==> src/rtl/expansion_shiftreg_pkg.sv <==
// Shared definitions for the expansion shift-register link (master and target).
// Holds the default frame width, synchroniser depth, bit counter sizing helper
// and the event encoding used by the target's control logic.
package expansion_shiftreg_pkg;

  localparam int DEFAULT_WIDTH       = 8;
  localparam int DEFAULT_SYNC_STAGES = 2;

  // Bit counter must hold 0..WIDTH+1 (WIDTH+1 marks an overflowed frame).
  function automatic int cnt_width(input int width);
    return $clog2(width + 2);
  endfunction

  localparam int DEFAULT_CNT_W = cnt_width(DEFAULT_WIDTH);

  // Link activity seen in one clk cycle after synchronisation.
  typedef enum logic [1:0] {
    EV_NONE,
    EV_LOAD,
    EV_SHIFT
  } link_event_e;

endpackage

==> src/rtl/expansion_shiftreg_target_if.sv <==
// Serial wires of the expansion shift-register link.
//   master modport : drives SHIFT_CLK, SHIFT_LOAD, SHIFT_DIN; reads SHIFT_DOUT
//   slave modport  : reads SHIFT_CLK, SHIFT_LOAD, SHIFT_DIN; drives SHIFT_DOUT
// SHIFT_LOAD idles high; SHIFT_CLK idles low.
interface expansion_shiftreg_target_if;

  logic SHIFT_CLK;
  logic SHIFT_LOAD;
  logic SHIFT_DIN;
  logic SHIFT_DOUT;

  modport master (
    output SHIFT_CLK,
    output SHIFT_LOAD,
    output SHIFT_DIN,
    input  SHIFT_DOUT
  );

  modport slave (
    input  SHIFT_CLK,
    input  SHIFT_LOAD,
    input  SHIFT_DIN,
    output SHIFT_DOUT
  );

endinterface

==> src/rtl/expansion_shiftreg_target_sync_edge.sv <==
// Multi-flop synchroniser for one asynchronous input plus edge detection.
//   clk, rst_n : local clock, async active-low reset
//   async_i    : asynchronous input
//   sync_o     : synchronised level (last synchroniser stage)
//   rise_o     : one-cycle pulse on a synchronised rising edge
//   fall_o     : one-cycle pulse on a synchronised falling edge
// RESET_VAL sets the reset level of every stage and of the edge-detect copy,
// so an input sitting at its idle level produces no edge after reset.
module shiftreg_sync_edge #(
  parameter int   STAGES    = 2,
  parameter logic RESET_VAL = 1'b0
) (
  input  logic clk,
  input  logic rst_n,
  input  logic async_i,
  output logic sync_o,
  output logic rise_o,
  output logic fall_o
);

  logic [STAGES-1:0] sync_q;
  logic              last_q;

  // NOTE: sequential state uses non-blocking assignments so every flop samples
  // the pre-edge value of its neighbour; blocking here would collapse the chain.
  always_ff @(posedge clk or negedge rst_n) begin
    if (!rst_n) begin
      sync_q <= {STAGES{RESET_VAL}};
      last_q <= RESET_VAL;
    end else begin
      sync_q <= {sync_q[STAGES-2:0], async_i};
      last_q <= sync_q[STAGES-1];
    end
  end

  assign sync_o = sync_q[STAGES-1];
  assign rise_o = sync_q[STAGES-1] & ~last_q;
  assign fall_o = ~sync_q[STAGES-1] & last_q;

endmodule

==> src/rtl/expansion_shiftreg_target.sv <==
// FPGA-side target of the expansion shift-register link. Emulates a
// 74HC595/74HC165 chain: bits from the master are shifted into rx_sr and
// presented on data_out at each load; data_in is captured at load and shifted
// back to the master MSB first on SHIFT_DOUT.
//   clk, rst_n  : local clock, async active-low reset
//   link        : serial link (slave side): SHIFT_CLK/LOAD/DIN in, SHIFT_DOUT out
//   data_in     : parallel word returned to the master, captured at load
//   data_out    : last complete word received from the master
//   frame_valid : one-cycle pulse when data_out updates
//   frame_error : one-cycle pulse when a load ends a frame of wrong length
module expansion_shiftreg_target
  import expansion_shiftreg_pkg::*;
#(
  parameter int WIDTH       = DEFAULT_WIDTH,
  parameter int SYNC_STAGES = DEFAULT_SYNC_STAGES
) (
  input  logic                          clk,
  input  logic                          rst_n,
  expansion_shiftreg_target_if.slave    link,
  input  logic [WIDTH-1:0]              data_in,
  output logic [WIDTH-1:0]              data_out,
  output logic                          frame_valid,
  output logic                          frame_error
);

  localparam int               CNT_W    = cnt_width(WIDTH);
  localparam logic [CNT_W-1:0] CNT_FULL = CNT_W'(WIDTH);
  localparam logic [CNT_W-1:0] CNT_SAT  = CNT_W'(WIDTH + 1);

  // Synchronised link inputs. LOAD idles high, so its chain resets high.
  logic clk_sync_unused, clk_rise, clk_fall_unused;
  logic load_sync, load_rise_unused, load_fall;
  logic din_sync, din_rise_unused, din_fall_unused;

  shiftreg_sync_edge #(.STAGES(SYNC_STAGES), .RESET_VAL(1'b0)) u_sync_clk (
    .clk     (clk),
    .rst_n   (rst_n),
    .async_i (link.SHIFT_CLK),
    .sync_o  (clk_sync_unused),
    .rise_o  (clk_rise),
    .fall_o  (clk_fall_unused)
  );

  shiftreg_sync_edge #(.STAGES(SYNC_STAGES), .RESET_VAL(1'b1)) u_sync_load (
    .clk     (clk),
    .rst_n   (rst_n),
    .async_i (link.SHIFT_LOAD),
    .sync_o  (load_sync),
    .rise_o  (load_rise_unused),
    .fall_o  (load_fall)
  );

  // DIN goes through the same depth as CLK, so din_sync at a synced CLK rise
  // is the value DIN held at the master's rising edge.
  shiftreg_sync_edge #(.STAGES(SYNC_STAGES), .RESET_VAL(1'b0)) u_sync_din (
    .clk     (clk),
    .rst_n   (rst_n),
    .async_i (link.SHIFT_DIN),
    .sync_o  (din_sync),
    .rise_o  (din_rise_unused),
    .fall_o  (din_fall_unused)
  );

  logic [WIDTH-1:0] rx_q, rx_d;
  logic [WIDTH-1:0] tx_q, tx_d;
  logic [CNT_W-1:0] cnt_q, cnt_d;
  logic [WIDTH-1:0] data_out_q, data_out_d;
  logic             valid_q, valid_d;
  logic             error_q, error_d;
  link_event_e      ev;

  always_comb begin
    // NOTE: every signal written here gets a default first; a path that leaves
    // one unassigned would infer a latch.
    ev         = EV_NONE;
    rx_d       = rx_q;
    tx_d       = tx_q;
    cnt_d      = cnt_q;
    data_out_d = data_out_q;
    valid_d    = 1'b0;
    error_d    = 1'b0;

    // A load edge wins over a coincident shift edge; the shift is dropped.
    // Shift edges while LOAD is low are ignored.
    if (load_fall) begin
      ev = EV_LOAD;
    end else if (clk_rise && load_sync) begin
      ev = EV_SHIFT;
    end

    case (ev)
      EV_LOAD: begin
        if (cnt_q == CNT_FULL) begin
          data_out_d = rx_q;
          valid_d    = 1'b1;
        end else if (cnt_q != '0) begin
          error_d = 1'b1;
        end
        tx_d  = data_in;
        cnt_d = '0;
      end
      EV_SHIFT: begin
        rx_d = {rx_q[WIDTH-2:0], din_sync};
        tx_d = {tx_q[WIDTH-2:0], 1'b0};
        // Saturating at WIDTH+1 keeps an overflowed frame distinguishable
        // from a complete one until the next load.
        if (cnt_q != CNT_SAT) begin
          cnt_d = cnt_q + 1'b1;
        end
      end
      default: ;
    endcase
  end

  always_ff @(posedge clk or negedge rst_n) begin
    if (!rst_n) begin
      rx_q       <= '0;
      tx_q       <= '0;
      cnt_q      <= '0;
      data_out_q <= '0;
      valid_q    <= 1'b0;
      error_q    <= 1'b0;
    end else begin
      rx_q       <= rx_d;
      tx_q       <= tx_d;
      cnt_q      <= cnt_d;
      data_out_q <= data_out_d;
      valid_q    <= valid_d;
      error_q    <= error_d;
    end
  end

  // tx_q is a register, so SHIFT_DOUT is glitch-free and tracks its MSB.
  assign link.SHIFT_DOUT = tx_q[WIDTH-1];
  assign data_out        = data_out_q;
  assign frame_valid     = valid_q;
  assign frame_error     = error_q;

endmodule

==> src/flat_wrapper.sv <==
// flat-port wrapper written by rule: the top's interface ports become plain ports
module expansion_shiftreg_target_flat import expansion_shiftreg_pkg::*;
#(
  parameter int WIDTH       = DEFAULT_WIDTH,
  parameter int SYNC_STAGES = DEFAULT_SYNC_STAGES
)
  (clk, rst_n, data_in, data_out, frame_valid, frame_error, link_SHIFT_CLK, link_SHIFT_LOAD, link_SHIFT_DIN, link_SHIFT_DOUT);
  expansion_shiftreg_target_if link_i ();
  input  logic clk;
  input  logic rst_n;
  input  logic [WIDTH-1:0] data_in;
  output logic [WIDTH-1:0] data_out;
  output logic frame_valid;
  output logic frame_error;
  input wire logic [$bits(link_i.SHIFT_CLK)-1:0] link_SHIFT_CLK;
  input wire logic [$bits(link_i.SHIFT_LOAD)-1:0] link_SHIFT_LOAD;
  input wire logic [$bits(link_i.SHIFT_DIN)-1:0] link_SHIFT_DIN;
  output wire logic [$bits(link_i.SHIFT_DOUT)-1:0] link_SHIFT_DOUT;
  assign link_i.SHIFT_CLK = link_SHIFT_CLK;
  assign link_i.SHIFT_LOAD = link_SHIFT_LOAD;
  assign link_i.SHIFT_DIN = link_SHIFT_DIN;
  assign link_SHIFT_DOUT = link_i.SHIFT_DOUT;
  expansion_shiftreg_target #(.WIDTH(WIDTH), .SYNC_STAGES(SYNC_STAGES)) u_core (.clk(clk), .rst_n(rst_n), .link(link_i), .data_in(data_in), .data_out(data_out), .frame_valid(frame_valid), .frame_error(frame_error));
endmodule
==> config.mk <==
export PLATFORM = sky130hd
export DESIGN_NAME = expansion_shiftreg_target_flat
export DESIGN_NICKNAME = d
export VERILOG_FILES = /design/src/rtl/expansion_shiftreg_pkg.sv /design/src/rtl/expansion_shiftreg_target_if.sv /design/src/rtl/expansion_shiftreg_target_sync_edge.sv /design/src/rtl/expansion_shiftreg_target.sv /design/src/flat_wrapper.sv
export SDC_FILE = /design/constraint.sdc
export NUM_CORES = 1
export LEC_CHECK = 0
export ABC_AREA = 1
export CORE_MARGIN = 2
export CORE_UTILIZATION = 45
export CTS_CLUSTER_DIAMETER = 50
export CTS_CLUSTER_SIZE = 14
export DETAILED_ROUTE_END_ITERATION = 16
export PLACE_DENSITY_LB_ADDON = 0.25
export SETUP_SLACK_MARGIN = 0.4
export SLEW_MARGIN = 20
export SYNTH_ARGS = -nofsm -noshare
export SYNTH_HDL_FRONTEND = slang
export SYNTH_SLANG_ARGS = --single-unit
export TNS_END_PERCENT = 30
==> constraint.sdc <==
create_clock -name clk -period 2.7 [get_ports clk]
set_clock_uncertainty 0.2 [all_clocks]
set_input_delay 0.54 -clock clk [delete_from_list [all_inputs] [get_ports clk]]
set_output_delay 0.54 -clock clk [all_outputs]
set_load 0.02 [all_outputs]
==> metrics.yaml <==
floorplan:
  core_area_mm2: 0.00331
  rows: 21
  die_h_um: 62.5
  io_pins: 24
  die_area_mm2: 0.00391
  die_width_um: 62.5
  start_util_pct: 46.5
grt:
  overflow: 0
  use_met2_pct: 24.3
  antenna_found_initial: 0
  grtUsageTotal_pct: 16.3
  grt_pass1_vias: 1101
  use_met1_pct: 21.0
  grt_max_degree: 39
  grt_pass1_wl_um: 4860
  met3_usage_pct: 6.13
  grt-busiest-layer: "met2"
setup_path:
  path_depth: 1
  worst_setup_path_start_kind: "register"
  crit_family: "buffers and inverters"
  cp_max_fo: 2
  cp.required_ns: 1.96
  cp_slowest_stage_delay_ns: 0.60
  rr_worst_depth: 6
  reg2reg_to: "u_core.data_out[1]"
  crit_slowest_cell: "clkdlybuf4s50_1"
  crit_chain: "clkdlybuf4s50_1"
  cp.arrival_ns: 1.33
  crit_path_end: "data_out[2]"
  critPathCaptureType: "output pin"
  path_class: "reg -> out"
  rrSetupSlack_ns: 1.06
  r2r_start: "u_core.cnt_q[0]"
  crit_path_start: "u_core.data_out[2]"
  path_buf_inv: 1
detailed_routing:
  wire_per_inst_um: 11.0
  via_per_inst: 4.72
  drtIter0Drc: 59
  vias: 1090
  dr.pass1.iters: 4
  totalWireLength_um: 2530
  drc: 0
  ant_nets: 0
clock_tree:
  clk_path_buf_depth: 2
  cts-resized-gates: 0
  h-tree-depth: 2
  ctsHoldBuffers: 0
  cts_made_buffers: 5
  cts_root_buf: "clkbuf_4"
  cts_sinks: 38
  cts_tree: "done"
  clock_latency_ns: 0.35
  clk_pin_slew_ns: 0.12
  cts_setup_buffers: 0
placement:
  place_ws_ns: 1.01
  dpl-instance-area_mm2: 0.00180
  place_congestion: 0.671
  hpwl_um: 1760
  port_buffers: 23
timing:
  maxSlewViolCount: 0
  maxSlewHeadroom_pct: 46.3
  grt_setup_unrepaired: "false"
  fin_crit_sh_pct: 76.6
  setup_slack_ns: 0.631
  min_period_ns: 2.07
  final-hold-violation-count: 0
  worstMarginPinSlew_ns: 0.805
  max_freq_mhz: 483
  tns_ns: 0
  setup_viol: 0
layout:
  final_common_cell: "nand2_1"
  finalNetCount: 200
  postLayoutCellArea_mm2: 0.00191
  drive_above_1_share_pct: 11.4
  n_antenna_cell: 0
  area_growth_pct: 24.1
  layout_common_cells: "73 x nand2_1, 35 x dfrtp_1, 22 x clkdlybuf4s50_1"
yosys:
  yosys.area.top_type: "dfrtp_1"
  yosys_warnings: 0
  yosysUniqueCellTypes: 22
  syn_nets: 172
  synth_seq_area_share_pct: 62.0
  yosys-top-cells-area: "dfrtp_1 57%, nand2_1 18%, dfstp_2 5.1%"
  yosysTopAreaCellShare_pct: 56.9
  synthesis.area_mm2: 0.00154
  ys_ff_latch: 38
  syn_area_per_cell_um2: 9.87
  syn_inst: 156
power:
  power.density_mw_per_mm2: 671
  peakVddDrop_mv: 0.360
  p_leak_nw: 0.938
hold_path:
  min_path_type: "in -> async"
run_status:
  status: "finished clean"
job:
  max_cap_violations: 0
cell families (layout without fill, tap and decap cells):
group / after synthesis / in the layout / share of synthesized area, %
AOI/OAI and AO/OA: 11 / 11 / 3.98
xor gates and xnor gates: 1 / 1 / 0.569
adders and majority gates: 3 / 3 / 2.44
buffers and inverters: 8 / 37 / 3.09
DFF: 38 / 38 / 62.0
and+or+nand+nor: 95 / 95 / 27.9
layer usage:
layer	up-vias	wire length, µm
li1	556	-
met1	513	1210
met2	16	1160
met3	5	111
met4	0	59
met5	-	0
where the power goes:
part           switching [mW]  total, mW  internal [mW]
Combinational          0.0664      0.118         0.0520
Sequential             0.0403      0.666          0.626
Clock                   0.185      0.499          0.314
Total                   0.292       1.28          0.992
cell type report:
| type | instances | area (µm²) |
|---|---|---|
| flip-flops and latches | 38 | 955 |
| repair buffers | 23 | 225 |
| well taps | 46 | 57.6 |
| clock inverters | 2 | 60.1 |
| clock buffers | 6 | 51.3 |
| multi-input cells | 110 | 538 |
| inverters | 6 | 25.0 |
| fillers | 307 | 1400 |
worst min-delay path by stage:
stage                                     start                           to  slack (ns)
finish                                    rst_n           u_core.frame_error        0.06
floorplan                                 rst_n              u_core.cnt_q[0]        0.04
detailed placement  u_core.u_sync_clk.sync_q[0]  u_core.u_sync_clk.sync_q[1]        0.14
global route                              rst_n           u_core.data_out[7]        0.09
global placement    u_core.u_sync_din.sync_q[0]  u_core.u_sync_din.sync_q[1]        0.13
CTS                                       rst_n           u_core.data_out[5]        0.09
metrics by stage:
step	power [mW]	utilization, %	cells	hold slack, ns
floorplan	0.744	-	156	0.0444
global placement	0.791	54.4	223	0.132
detailed placement	0.798	54.4	223	0.137
CTS	1.30	57.7	231	0.0856
global route	1.36	57.7	231	0.0900
finish	1.28	57.7	231	0.0647
registers in the layout (all words and copies together) (netlist names):
register and count:
u_core.u_sync_clk.last_q 1, u_core.rx_q 8, u_core.u_sync_clk.sync_q 2, u_core.frame_valid 1
u_core.data_out 8, u_core.u_sync_din.sync_q 2, u_core.frame_error 1, u_core.tx_q 8
u_core.cnt_q 4, u_core.u_sync_load.last_q 1, u_core.u_sync_load.sync_q 2
cell usage after synthesis:
| library cell | instances |
|---|---|
| nand2_1 | 73 |
| dfrtp_1 | 35 |
| nand3_1 | 12 |
| o21ai_1 | 6 |
| inv_1 | 5 |
| dfstp_2 | 3 |
| ha_1 | 3 |
| buf_6 | 2 |
| nor2_1 | 2 |
| nor2_4 | 2 |
| o21ai_0 | 2 |
| a21oi_1 | 1 |
| inv_4 | 1 |
| nand2_2 | 1 |
| nand3_2 | 1 |
| nand3_4 | 1 |
| nand4_1 | 1 |
| nor2_2 | 1 |
| nor2_8 | 1 |
| o21ai_2 | 1 |
| o21bai_1 | 1 |
| xnor2_1 | 1 |
(Power assumes the default switching activity.)
